<file path="src/rtl/ysyx_23060061_ifu.sv">
// Instruction-fetch responder: validates a core pc request, issues one memory read, returns the word.
// Optional MWAIT watchdog is built only when YSYX_23060061_IFU_TIMEOUT_EN is defined.
module ysyx_23060061_ifu #(
    parameter int unsigned       ADDR_W = 32,
    parameter logic [ADDR_W-1:0] BASE   = ADDR_W'(32'h8000_0000),
    parameter logic [ADDR_W-1:0] SIZE   = ADDR_W'(32'h0800_0000)
`ifdef YSYX_23060061_IFU_TIMEOUT_EN
    ,
    parameter int unsigned       TIMEOUT = 16
`endif
) (
    input  logic              clk,
    input  logic              rst,
    input  logic              flush,
    input  logic              req_valid,
    output logic              req_ready,
    input  logic [ADDR_W-1:0] req_pc,
    output logic              rsp_valid,
    input  logic              rsp_ready,
    output logic [31:0]       rsp_inst,
    output logic [ADDR_W-1:0] rsp_pc,
    output logic              rsp_err,
    output logic              mem_req_valid,
    input  logic              mem_req_ready,
    output logic [ADDR_W-1:0] mem_addr,
    input  logic              mem_rsp_valid,
    input  logic [31:0]       mem_rdata
);

    localparam int unsigned       INST_W = 32;
    localparam logic [INST_W-1:0] NOP    = 32'h0000_0013;

    // Window bounds carried at ADDR_W+1 bits so BASE+SIZE cannot wrap.
    localparam logic [ADDR_W:0] LO_EXT = {1'b0, BASE};
    localparam logic [ADDR_W:0] HI_EXT = LO_EXT + {1'b0, SIZE};

    typedef enum logic [2:0] {
        IDLE  = 3'd0,
        MREQ  = 3'd1,
        MWAIT = 3'd2,
        RESP  = 3'd3,
        DRAIN = 3'd4
    } state_t;

    state_t              state_q;
    state_t              state_nxt;
    logic [ADDR_W-1:0]   pc_q;
    logic [INST_W-1:0]   inst_q;
    logic [INST_W-1:0]   inst_nxt;
    logic                err_q;
    logic                err_nxt;
    logic                load_pc;
    logic                req_ready_q;
    logic                rsp_valid_q;
    logic                mem_req_valid_q;
    logic [ADDR_W:0]     pc_ext;
    logic                pc_ok;
    logic                tmo_hit;
    logic                drain_after;

    assign pc_ext = {1'b0, req_pc};
    assign pc_ok  = (req_pc[1:0] == 2'b00) && (pc_ext >= LO_EXT) && (pc_ext < HI_EXT);

`ifdef YSYX_23060061_IFU_TIMEOUT_EN
    localparam int unsigned CNT_W = (TIMEOUT > 1) ? $clog2(TIMEOUT) : 1;

    logic [CNT_W-1:0] tmo_q;
    logic             drain_pend_q;

    assign tmo_hit     = (state_q == MWAIT) && (tmo_q == CNT_W'(TIMEOUT - 1));
    // A timed-out read still owes us a data beat; swallow it before the next fetch.
    assign drain_after = drain_pend_q && !mem_rsp_valid;

    always_ff @(posedge clk or posedge rst) begin
        if (rst) begin
            tmo_q        <= '0;
            drain_pend_q <= 1'b0;
        end else begin
            if (state_q != MWAIT) begin
                tmo_q <= '0;
            end else begin
                tmo_q <= tmo_q + CNT_W'(1);
            end
            if (tmo_hit && !mem_rsp_valid && !flush) begin
                drain_pend_q <= 1'b1;
            end else if (mem_rsp_valid) begin
                drain_pend_q <= 1'b0;
            end
        end
    end
`else
    assign tmo_hit     = 1'b0;
    assign drain_after = 1'b0;
`endif

    // Next-state and response-payload selection.
    always_comb begin
        state_nxt = state_q;
        load_pc   = 1'b0;
        inst_nxt  = inst_q;
        err_nxt   = err_q;
        unique case (state_q)
            IDLE: begin
                if (!flush && req_valid) begin
                    load_pc = 1'b1;
                    if (pc_ok) begin
                        state_nxt = MREQ;
                    end else begin
                        state_nxt = RESP;
                        inst_nxt  = NOP;
                        err_nxt   = 1'b1;
                    end
                end
            end
            MREQ: begin
                if (flush) begin
                    state_nxt = mem_req_ready ? DRAIN : IDLE;
                end else if (mem_req_ready) begin
                    state_nxt = MWAIT;
                end
            end
            MWAIT: begin
                if (flush) begin
                    state_nxt = mem_rsp_valid ? IDLE : DRAIN;
                end else if (mem_rsp_valid) begin
                    state_nxt = RESP;
                    inst_nxt  = mem_rdata;
                    err_nxt   = 1'b0;
                end else if (tmo_hit) begin
                    state_nxt = RESP;
                    inst_nxt  = NOP;
                    err_nxt   = 1'b1;
                end
            end
            RESP: begin
                if (flush || rsp_ready) begin
                    state_nxt = drain_after ? DRAIN : IDLE;
                end
            end
            DRAIN: begin
                if (mem_rsp_valid) begin
                    state_nxt = IDLE;
                end
            end
            default: state_nxt = IDLE;
        endcase
    end

    always_ff @(posedge clk or posedge rst) begin
        if (rst) begin
            state_q         <= IDLE;
            req_ready_q     <= 1'b1;
            rsp_valid_q     <= 1'b0;
            mem_req_valid_q <= 1'b0;
        end else begin
            state_q         <= state_nxt;
            req_ready_q     <= (state_nxt == IDLE);
            rsp_valid_q     <= (state_nxt == RESP);
            mem_req_valid_q <= (state_nxt == MREQ);
        end
    end

    always_ff @(posedge clk or posedge rst) begin
        if (rst) begin
            pc_q   <= '0;
            inst_q <= '0;
            err_q  <= 1'b0;
        end else begin
            if (load_pc) begin
                pc_q <= req_pc;
            end
            inst_q <= inst_nxt;
            err_q  <= err_nxt;
        end
    end

    // flush must block acceptance in the same cycle it is raised.
    assign req_ready     = req_ready_q && !flush;
    assign rsp_valid     = rsp_valid_q;
    assign rsp_inst      = inst_q;
    assign rsp_pc        = pc_q;
    assign rsp_err       = err_q;
    assign mem_req_valid = mem_req_valid_q;
    assign mem_addr      = {pc_q[ADDR_W-1:2], 2'b00};

endmodule
</file>
<file path="config.mk">
export PLATFORM = sky130hd
export DESIGN_NAME = ysyx_23060061_ifu
export DESIGN_NICKNAME = d
export VERILOG_FILES = /design/src/rtl/ysyx_23060061_ifu.sv
export SDC_FILE = /design/constraint.sdc
export NUM_CORES = 1
export LEC_CHECK = 0
export BUFFER_PORTS_ARGS = -buffer_cell sky130_fd_sc_hd__buf_2
export CORE_MARGIN = 2
export CORE_UTILIZATION = 30
export CTS_BUF_LIST = sky130_fd_sc_hd__clkbuf_2 sky130_fd_sc_hd__clkbuf_4 sky130_fd_sc_hd__clkbuf_8
export CTS_CLUSTER_SIZE = 28
export DETAILED_ROUTE_END_ITERATION = 8
export PLACE_DENSITY = 0.62
export RECOVER_POWER = 100
export SYNTH_ARGS = -nofsm -noshare
export SYNTH_HDL_FRONTEND = slang
export SYNTH_SLANG_ARGS = --single-unit
export TNS_END_PERCENT = 50
</file>
<file path="constraint.sdc">
create_clock -name clk -period 3.15 [get_ports clk]
set_input_delay 0 -clock clk [delete_from_list [all_inputs] [get_ports clk]]
set_output_delay 0 -clock clk [all_outputs]
set_load 0.02 [all_outputs]
</file>
# Yosys cells after proc, flatten, opt, wreduce, memory -nomap -nowiden
# Index checks and enable logic that the tools add are counted.
[word_totals]
register_bits = 71
output_inout_bits = 100
n_memories = 0
input_bits = 71
romBits = 0
latchBits = 0
mem_bits_rw = 0
[classes]
addsub = 0
multipliers = 0
eq_ne = 10
n_div = 0
n_lt_le_gt_ge = 2
n_reduce_logical = 11
bitwise_logic = 0
mux = 23
n_shift = 0
[op_table]
columns = ["operator", "n"]
rows = [
  ["2-to-1 mux 32 bit", 4],
  ["one-hot mux 32 bit (2 select lines)", 1],
  [">= comparator 32 bit (second input constant)", 1],
  ["less-than comparator 32 bit (second input constant)", 1],
  ["2-to-1 mux 3 bit", 9],
  ["one-hot mux 3 bit (5 select lines)", 1],
  ["== test 3 x 2 -> 1 bit (second input constant)", 3],
  ["!= test 2 bit (second input constant)", 4],
  ["== test 3 x 1 -> 1 bit (second input constant)", 2],
  ["zero test 3 bit", 2],
  ["2-to-1 mux 1 bit", 6],
  ["AND reduction 5 bit", 1],
  ["logical AND 1 bit", 4],
  ["== test 3 bit (second input constant)", 1],
  ["zero test 2 bit", 1],
  ["2-to-1 mux 2 bit", 1],
  ["one-hot mux 1 bit (2 select lines)", 1],
  ["nonzero test 2 bit", 1],
  ["zero test 1 bit", 1],
  ["logical OR 1 bit", 1],
]

# Logic depth before layout (Yosys ltp)
# Gate-level depths: netlist (run 1).
[depth]
word_depth = 7
depth_mapped = 7

# Least setup slack after synthesis (run 1)
# OpenSTA, ideal clock, no wires.
[synth_path]
path_kind = "flip-flop to flip-flop"
startpoint = "register state_q[2]"
endpoint = "register pc_q[0] (netlist: rsp_pc[0])"
slack_ps = 1555
stages_incl_launch_ff = 6
arrival_time_ps = 1470
setup_ps = 125
cell_sequence = "dfrtp_1 > nor2_1 > and3_1 > buf_2 > buf_2 > mux2_2"
[synth_between]
elab_chain_cells = 2
[synth_lines]
columns = ["element", "line_no", "source"]
rows = [
  ["from (decl)", "45", "state_t state_q;"],
  ["from (signal assigned)", "156", "state_q <= state_nxt;"],
  ["zero test 3 bit", "102", "unique case (state_q)"],
  ["2-to-1 mux 1 bit", "102", ""],
  ["to (signal assigned)", "170", "pc_q <= req_pc;"],
  ["to (decl)", "47", "logic [ADDR_W-1:0] pc_q;"],
]
# Every way passes these cells.
# A chain may end at the register's enable or synchronous reset.

# Worst setup path after layout (run 1)
[layout_path]
startpoint = "register state_q[1]"
endpoint = "register inst_q[6] (netlist: rsp_inst[6])"
[layout_between]
elab_chain_cells = 3
word_cells_on_any_way = 9
[layout_lines]
columns = ["element", "line_no", "source"]
rows = [
  ["== test 3 x 2 -> 1 bit / zero test 3 bit (equally long branches)", "102", ""],
  ["!= test 2 bit (no source line) / nonzero test 2 bit (equally long branches)", "n/a", ""],
  ["AND reduction 5 bit (no source line)", "n/a", ""],
  ["to (signal assigned)", "172", "inst_q <= inst_nxt;"],
  ["to (decl)", "48", "logic [INST_W-1:0] inst_q;"],
]
# Parallel ways exist; a longest one is shown, timed or not.

==> results.yml, run 1 <==
timing:
  rsz0062_at_grt: "false"
  fmax_mhz: 456
  post-route-period-util_pct: 69.6
  fin_setup_tns_ps: 0
  skew_ps: 5.65
  tightestPinTransition_ps: 1480
  slew_viol_final: 0
  setup_violations: 0
  final_hold_viol_count: 0
  min_period_ps: 2190
  maxSlewHeadroom_pct: 1.46
finish:
  synthToLayoutAreaGrowth_pct: 48.4
  layout_commonest_cell: "clkbuf_1"
  final_cell_mix: "clkbuf_1, buf_2, dfrtp_1"
  diodes: 0
  layout.nets: 491
  fillers: 938
  drive_above_1_share_pct: 29.9
setup_path:
  cp_data_arrival_time_ps: 2420
  reg2reg_depth: 6
  cp_max_fo: 33
  critical_path_class: "reg2reg"
  critPathRequiredTime_ps: 3370
  start_kind: "register"
  worstSetupEndpointType: "register"
floorplan:
  die_h_um: 104
  top_level_ports: 171
  rows: 36
  initial_core_util_pct: 30.7
  die_w_um: 104
  die-area_um2: 10700
  core_area_um2: 9680
clocking:
  clock-root-buffer: "clkbuf_8"
  post_cts_resized: 0
  cts_made_buffers: 9
  clock_latency_ps: 340
  cts_buffer_depth: 2
  ctsHoldBuffers: 66
  cts_max_level: 3
  clkSlewWorstSetupHoldPaths_ps: 70
  tritoncts: "done"
  clock-sinks: 71
  cts_setup_buffers: 0
hold_path:
  holdPathStages: 3
  hold_class: "in2reg"
place:
  hpwlAfterDp_um: 4760
  finalWeightedCongestion: 0.784
  io_buffer_count: 168
drt:
  drtPass1Iterations: 4
  wirelength_um: 7720
  remaining_drc_errors: 0
  drt-initial-drc-count: 66
  wl_per_cell_um: 13.8
  num_vias: 2436
  viasPerCell: 4.37
  ant_nets: 0
global_route:
  grt-ovfl-total: 0
  grt_max_degree: 39
  met3_usage_pct: 4.15
  grtUsageMet1_pct: 17.1
  antenna_found_initial: 0
  gr-usage-met2_pct: 25.0
  track_usage_pct: 14.7
  top_usage_layer: "met2"
  grt_pass1_vias: 2623
  grt_pass1_wl_um: 12500
pwr:
  p_total_mw: 4.34
  vdd_drop_max_uv: 360
  p_leak_nw: 2.03
  pwr_density_cell_nw_per_um2: 983
status:
  violations: "max-capacitance violations"
  status: "finished with violations"
yosys:
  synth_seq_cells: 71
  syn_area_um2: 2970
  synth.distinct_cells: 29
  yosys_warnings: 0
  synth.avg_cell_area_um2: 13.9
  ys_seq_area_share_pct: 59.9
  synthCells: 214
job:
  maxCapViolCount: 1
## report_power, final
part	total, mW	switching (mW)	internal, mW
sequential	1.64	0.296	1.34
clock	0.714	0.314	0.400
combinational	1.98	1.29	0.694
## state kept, by name, summed over array words and instances (netlist names)
signal / cells
rsp_inst: 32
req_ready_q: 1
rsp_valid: 1
mem_req_valid: 1
state_q: 3
rsp_err: 1
rsp_pc: 32
## cell families (layout without fill, tap and decap cells)
kind of cell	after synthesis	in the layout	synth area share [%]
other cells	1	2	0.126
compound gates	39	39	11.4
buf+inv	49	259	11.3
mux	35	35	13.2
simple gates	19	19	4.09
flops	71	71	59.9
## cell usage after synthesis
cell type   n  area (um^2)
a22o_1     29          254
nand2_1     1         3.75
or4_1       1         7.51
mux2_2     33          372
inv_1       5         18.8
nand3_1     2         10.0
dfrtp_1    70         1750
or2_2       1         6.26
conb_1      1         3.75
o32ai_1     1         8.76
nor4_4      1         21.3
a31oi_1     1         6.26
nor2_1      6         22.5
buf_6       3         33.8
dfstp_2     1         26.3
a22o_2      1         10.0
nor4_2      1         12.5
and3_1      1         6.26
a21oi_1     5         25.0
nor2b_1     2         12.5
nor3_1      1         5.00
mux2i_1     2         20.0
and2_1      1         6.26
buf_4      33          248
nor3b_1     1         7.51
o32ai_4     1         27.5
buf_2       5         25.0
clkbuf_1    3         11.3
a21o_1      1         7.51
## cell type report
cell class	count	area [um^2]	area share, %
clock buffers	16	201	4.57
inverters	5	18.8	0.426
multi-input cells	95	841	19.1
flip-flops and latches	71	1780	40.3
well taps	133	166	3.77
repair buffers	238	1400	31.8
## metal layers
| metal | vias to the layer above | share of wire, % |
|---|---|---|
| met5 | - | 0 |
| met4 | 0 | 2.2 |
| met3 | 18 | 6.0 |
| met2 | 105 | 50 |
| met1 | 1181 | 42 |
| li1 | 1132 | - |
## path summary, 6_finish.rpt
kind / startpoint / end / slack [ps]
max in group asynchronous: rst / rsp_pc[17] / 1330
max: state_q[1] / rsp_inst[6] / 960
max reg2reg: state_q[1] / rsp_inst[6] / 960
min: mem_req_ready / state_q[2] / 40
min reg2reg: rsp_inst[23] / rsp_inst[23] / 500
min in group asynchronous: rst / rsp_pc[21] / 660
## worst max-delay path: stages, from the launching register on
cell      delay, ps
dfrtp_1         480
nand2_1         180
nor4_4          150
clkbuf_2        580
o32ai_1         160
buf_4           280
a22o_1          230
## per-stage QoR
step                setup slack, ps  cell area (um^2)  hold slack [ps]  util, %  cells
global route                    758              4410             67.3     45.5    558
floorplan                      1360              2970             78.1        -    215
CTS                            1220              4560             14.5     47.1    558
detailed placement             1220              3690              211     38.2    476
global placement               1260              3690              198     38.2    476
finish                          958              4410             43.1     45.5    558
No activity file was read; power rests on OpenSTA's default activity.
==> run 2, diff against run 1 <==
--- a/config.mk
+++ b/config.mk
@@ -5,13 +5,14 @@
 export SDC_FILE = /design/constraint.sdc
 export NUM_CORES = 1
 export LEC_CHECK = 0
+export ABC_AREA = 1
 export BUFFER_PORTS_ARGS = -buffer_cell sky130_fd_sc_hd__buf_2
 export CORE_MARGIN = 2
 export CORE_UTILIZATION = 30
 export CTS_BUF_LIST = sky130_fd_sc_hd__clkbuf_2 sky130_fd_sc_hd__clkbuf_4 sky130_fd_sc_hd__clkbuf_8
 export CTS_CLUSTER_SIZE = 28
 export DETAILED_ROUTE_END_ITERATION = 8
-export PLACE_DENSITY = 0.62
+export PLACE_DENSITY = 0.61
 export RECOVER_POWER = 100
 export SYNTH_ARGS = -nofsm -noshare
 export SYNTH_HDL_FRONTEND = slang
==> constraint.sdc (replaced) <==
create_clock -name clk -period 2.1 [get_ports clk]
set_input_delay 0 -clock clk [delete_from_list [all_inputs] [get_ports clk]]
set_output_delay 0 -clock clk [all_outputs]
set_load 0.02 [all_outputs]
==> run 2 against run 1 <==
The flow now finishes without violations. Clock-buffer cell count fell by 7. Worst setup slack got worse by 600 ps. Design area rose by 4.9%. Sequential cell count is the same. Wire length rose by 10%. First-iteration DRC count increased by 140%. Register-to-register slack got worse by 600 ps. Hold slack improved by 13 ps. Critical path depth grew 1. Critical path type unchanged. Largest cell class unchanged. Highest routed layer unchanged.
==> results.yml, run 2 <==
status:
  status: "finished, final reports clean"
finish:
  diodes: 0
  final_cell_mix: "nand2_1, clkbuf_1, buf_2, dfrtp_1, dlygate4sd3_1"
  synthToLayoutAreaGrowth_pct: 44.8
  utilization_pct: 44.8
  layout.nets: 643
  drive_above_1_share_pct: 18.2
  multi_input_area_um2: 961
  stdcell_area_um2: 4630
  layout_commonest_cell: "nand2_1"
  seqCellArea_um2: 1780
  fillers: 998
yosys:
  yosysMostFrequentCell: "nand2_1"
  syn_area_um2: 3190
  synthCells: 366
  synth_edf_count: 0
  synth.distinct_cells: 23
  yosys_warnings: 0
  synth_top_area_share_pct: 54.8
  synth_area_leaders: "dfrtp_1, nand2_1, buf_4, nor2_1, a21oi_4"
  async_flop_share_pct: 100
  synthTopCellsByCount: "nand2_1, dfrtp_1, buf_4"
  yosysTopAreaCell: "dfrtp_1"
  ys_seq_area_share_pct: 55.7
  synth_seq_cells: 71
  synth.avg_cell_area_um2: 8.73
  synthFlopType: "dfrtp_1"
floorplan:
  rows: 37
  core_area_um2: 10300
  die_h_um: 107
  top_level_ports: 171
  initial_core_util_pct: 30.9
  die_w_um: 107
  die-area_um2: 11500
global_route:
  grt_max_degree: 34
  grt_pass1_vias: 2895
  grt_pass1_wl_um: 13500
  track_usage_pct: 14.8
  grt-ovfl-total: 0
  antenna_found_initial: 0
timing:
  rsz0062_at_grt: "false"
  post-route-period-util_pct: 82.9
  setup_violations: 0
  setup_slack_ps: 358
  maxSlewHeadroom_pct: 40.5
  skew_ps: 9.52
  fmax_mhz: 574
  tightestPinTransition_ps: 892
  fin_setup_tns_ps: 0
  slew_viol_final: 0
  final_hold_viol_count: 0
  min_period_ps: 1740
drt:
  wl_per_cell_um: 12.0
  remaining_drc_errors: 0
  met2_length_um: 4320
  viasPerCell: 4.16
  ant_nets: 0
  wl_met3_um: 582
  wirelength_um: 8530
  top_layer: "met4"
  m1WireLength_um: 3560
  drtPass1Iterations: 4
  num_vias: 2969
  drt-initial-drc-count: 158
clocking:
  cts_buffer_depth: 2
  cts_made_buffers: 9
  cts_max_level: 3
  clock-sinks: 71
  tritoncts: "done"
  post_cts_resized: 0
  clkSlewWorstSetupHoldPaths_ps: 80
  clock-root-buffer: "clkbuf_8"
  clock_latency_ps: 340
place:
  hpwlAfterDp_um: 5550
  post-place-ws_ps: 504
  io_buffer_count: 168
  placed_cell_area_um2: 3900
  finalWeightedCongestion: 0.750
setup_path:
  max_stage_delay_ps: 490
  cp_data_arrival_time_ps: 2020
  start_kind: "register"
  worstSetupEndpointType: "register"
  cpMaxStageDelayCell: "inv_2"
  critPathRequiredTime_ps: 2380
  critical_path_class: "reg2reg"
  reg2reg_slack_ps: 360
  cp_max_fo: 30
  crit_chain: "inv_2 -> nand2_2 -> nor2_4 -> nand3_1 -> inv_2 -> nand2_1 -> nand2_1"
pwr:
  pwr_density_cell_nw_per_um2: 1460
  vdd_drop_max_uv: 586
  p_total_mw: 6.76
  p_leak_nw: 2.46
job:
  maxCapViolCount: 0
hold_path:
  hold_class: "in2reg"
run 2: cell count changes after synthesis, moves of 5 or more:
cell / change
a22o_1: -29
inv_1: +10
mux2_2: -33
nand2_1: +179
nand2_2: +5
nor2_1: +18
run 2: final cells by class:
cell class	instances	share of cell area (%)
Clock buffer	9	2.68
Clock inverter	7	2.62
Inverter	18	1.46
Multi-Input combinational cell	233	20.8
Sequential cell	71	38.4
Tap cell	136	3.68
Timing Repair Buffer	239	30.3
run 2: kinds of logic after synthesis:
logic type	count (synthesis)	synth area share, %
and+or+nand+nor	222	28.3
DFF	71	55.7
buffers and inverters	63	13.1
AOI/OAI and AO/OA	9	2.82
other	1	0.117
run 2: critical path, delay by kind of cell, from the launching register on:
kind / cells / cell delay (ps)
buffers and inverters: 2 / 600
and+or+nand+nor: 5 / 650
DFF: 1 / 420
run 2: metrics by stage:
| stage | cells | hold slack (ps) |
|---|---|---|
| after floorplan | 367 | 79.8 |
| after global placement | 632 | 68.7 |
| after detailed placement | 632 | 66.8 |
| after CTS | 713 | 32.0 |
| after global routing | 713 | 80.9 |
| final | 713 | 55.9 |
run 2: power by group:
part           internal (mW)  switching [mW]
Sequential              2.01           0.442
Clock                  0.793           0.547
Combinational          0.824            2.14
Total                   3.62            3.13
run 2: timing repair:
item | 4_1_cts | 5_1_grt
hold endpoints to repair | 87 | 0
setup buffers | 0 | 0
hold buffers | 65 | 0
endpoints found under the setup margin | 0 | 0
run 2: worst paths after layout:
kind	startpoint	endpoint	depth (start not counted)
worst max-delay path	state_q[2]	rsp_inst[31]	7
worst min-delay path	rsp_ready	state_q[0]	4
worst max register to register	state_q[2]	rsp_inst[31]	7
worst min register to register	rsp_inst[10]	rsp_inst[10]	2
max in group asynchronous	rst	rsp_inst[28]	4
min in group asynchronous	rst	rsp_pc[6]	3
run 2: routing by layer:
| layer | track usage, % | vias up |
|---|---|---|
| met5 | 0 | - |
| met4 | 4.45 | 0 |
| met3 | 4.44 | 8 |
| met2 | 26.6 | 117 |
| met1 | 16.9 | 1365 |
| li1 | - | 1479 |
==> run 3, diff against run 2 <==
==> constraint.sdc (replaced) <==
create_clock -name clk -period 1.81 [get_ports clk]
set_input_delay 0 -clock clk [delete_from_list [all_inputs] [get_ports clk]]
set_output_delay 0 -clock clk [all_outputs]
set_load 0.02 [all_outputs]
==> run 3 against run 2 <==
Die area unchanged. Critical path depth unchanged. Sequential power up 16%. Maximum frequency up 9.6%.
==> results.yml, run 3 (synthesis results as in run 2) <==
floorplan:
  die_w_um: 107
  core_area_um2: 10300
  top_level_ports: 171
  initial_core_util_pct: 30.9
  rows: 37
  die_h_um: 107
  die-area_um2: 11500
global_route:
  grt-ovfl-total: 0
  grt_pass1_wl_um: 13400
  track_usage_pct: 14.8
  grt_max_degree: 34
  grt_pass1_vias: 2984
  antenna_found_initial: 0
pwr:
  vdd_drop_max_uv: 608
  pwr_density_cell_nw_per_um2: 1620
  p_leak_nw: 2.43
setup_path:
  timing.rr.end: "rsp_inst[7]"
  cp_data_arrival_time_ps: 1870
  reg2reg_depth: 7
  worstSetupEndpointType: "register"
  rr_startpoint: "state_q[2]"
  critical_path_class: "reg2reg"
  cp_max_fo: 30
  critPathRequiredTime_ps: 2090
  reg2reg_slack_ps: 220
  start_kind: "register"
drt:
  viasPerCell: 4.11
  drtPass1Iterations: 4
  num_vias: 2928
  ant_nets: 0
  wirelength_um: 8360
  wl_per_cell_um: 11.7
  remaining_drc_errors: 0
  drt-initial-drc-count: 173
clocking:
  cts_max_level: 3
  cts_setup_buffers: 0
  clkSlewWorstSetupHoldPaths_ps: 70
  cts_buffer_depth: 2
  clock-root-buffer: "clkbuf_8"
  tritoncts: "done"
  clock-sinks: 71
  cts_made_buffers: 9
  clock_latency_ps: 340
finish:
  layout_commonest_cell: "nand2_1"
  final_cell_mix: "nand2_1, clkbuf_1, buf_2"
  fillers: 1065
  diodes: 0
  synthToLayoutAreaGrowth_pct: 43.3
  utilization_pct: 44.3
  drive_above_1_share_pct: 18.4
  finalNonFillerCells: 713
  layout.nets: 643
timing:
  slew_viol_final: 0
  rsz0062_at_grt: "false"
  setup_slack_ps: 221
  fmax_mhz: 629
  whs_ps: 67.5
  fin_setup_tns_ps: 0
  tightestPinTransition_ps: 1220
  skew_ps: 9.56
  post-route-period-util_pct: 87.8
  setup_violations: 0
  maxSlewHeadroom_pct: 18.9
  final_hold_viol_count: 0
  min_period_ps: 1590
place:
  finalWeightedCongestion: 0.782
  dp_cells: 632
  post-place-ws_ps: 220
  io_buffer_count: 168
  hpwlAfterDp_um: 5400
hold_path:
  min_to: "state_q[0]"
  hold_class: "in2reg"
  worstHoldStart: "rsp_ready"
  holdPathStages: 4
status:
  status: "finished, final reports clean"
job:
  maxCapViolCount: 0
[run 3: where the power goes]
group          switching (mW)  internal (mW)
clock network           0.553          0.593
logic                    2.47          0.958
registers               0.495           2.33
total                    3.52           3.88
[run 3: final cells by class]
type	instances	area (um^2)	area share (%)
inverters	18	67.6	1.48
flip-flops and latches	71	1780	38.8
well taps	136	170	3.72
clock inverters	2	10.0	0.219
multi-input cells	233	965	21.1
repair buffers	239	1420	31.0
clock buffers	14	168	3.66
[run 3: stage by stage]
stage | cell area (um^2) | power, mW
2_1_floorplan | 3200 | 5.64
3_3_place_gp | 3920 | 6.46
3_5_place_dp | 3920 | 6.50
5_1_grt | 4580 | 7.97
4_1_cts | 4740 | 7.79
6_report | 4580 | 7.40
[run 3: critical path, stage by stage, from the launching register on]
cell,delay [ps]
dfrtp_1,420
inv_2,110
nand2_1,90
nor2_4,130
nand3_4,150
inv_2,400
nand2_1,120
nand2_1,100
[run 3: worst max-delay path by stage]
| stage | endpoint | start | depth (start not counted) | slack (ps) |
|---|---|---|---|---|
| detailed placement | rsp_inst[28] | state_q[2] | 7 | 220 |
| CTS | rsp_inst[28] | state_q[2] | 7 | 210 |
| finish | rsp_inst[7] | state_q[2] | 7 | 220 |
| floorplan | mem_req_valid | rst | 1 | 20 |
| global route | rsp_inst[25] | rst | 4 | 40 |
| global placement | rsp_inst[28] | state_q[2] | 7 | 240 |
[run 3: repair_timing]
item | in CTS | in global routing
hold buffers | 65 | 0
hold endpoints to repair | 92 | 0
gates resized for setup | 0 | 0
[run 3: per-layer routing]
layer	GRT usage (%)	share of wire [%]
met5	0	0
met2	26.0	50
met1	17.0	42
met3	3.04	5.5
met4	7.70	3.1
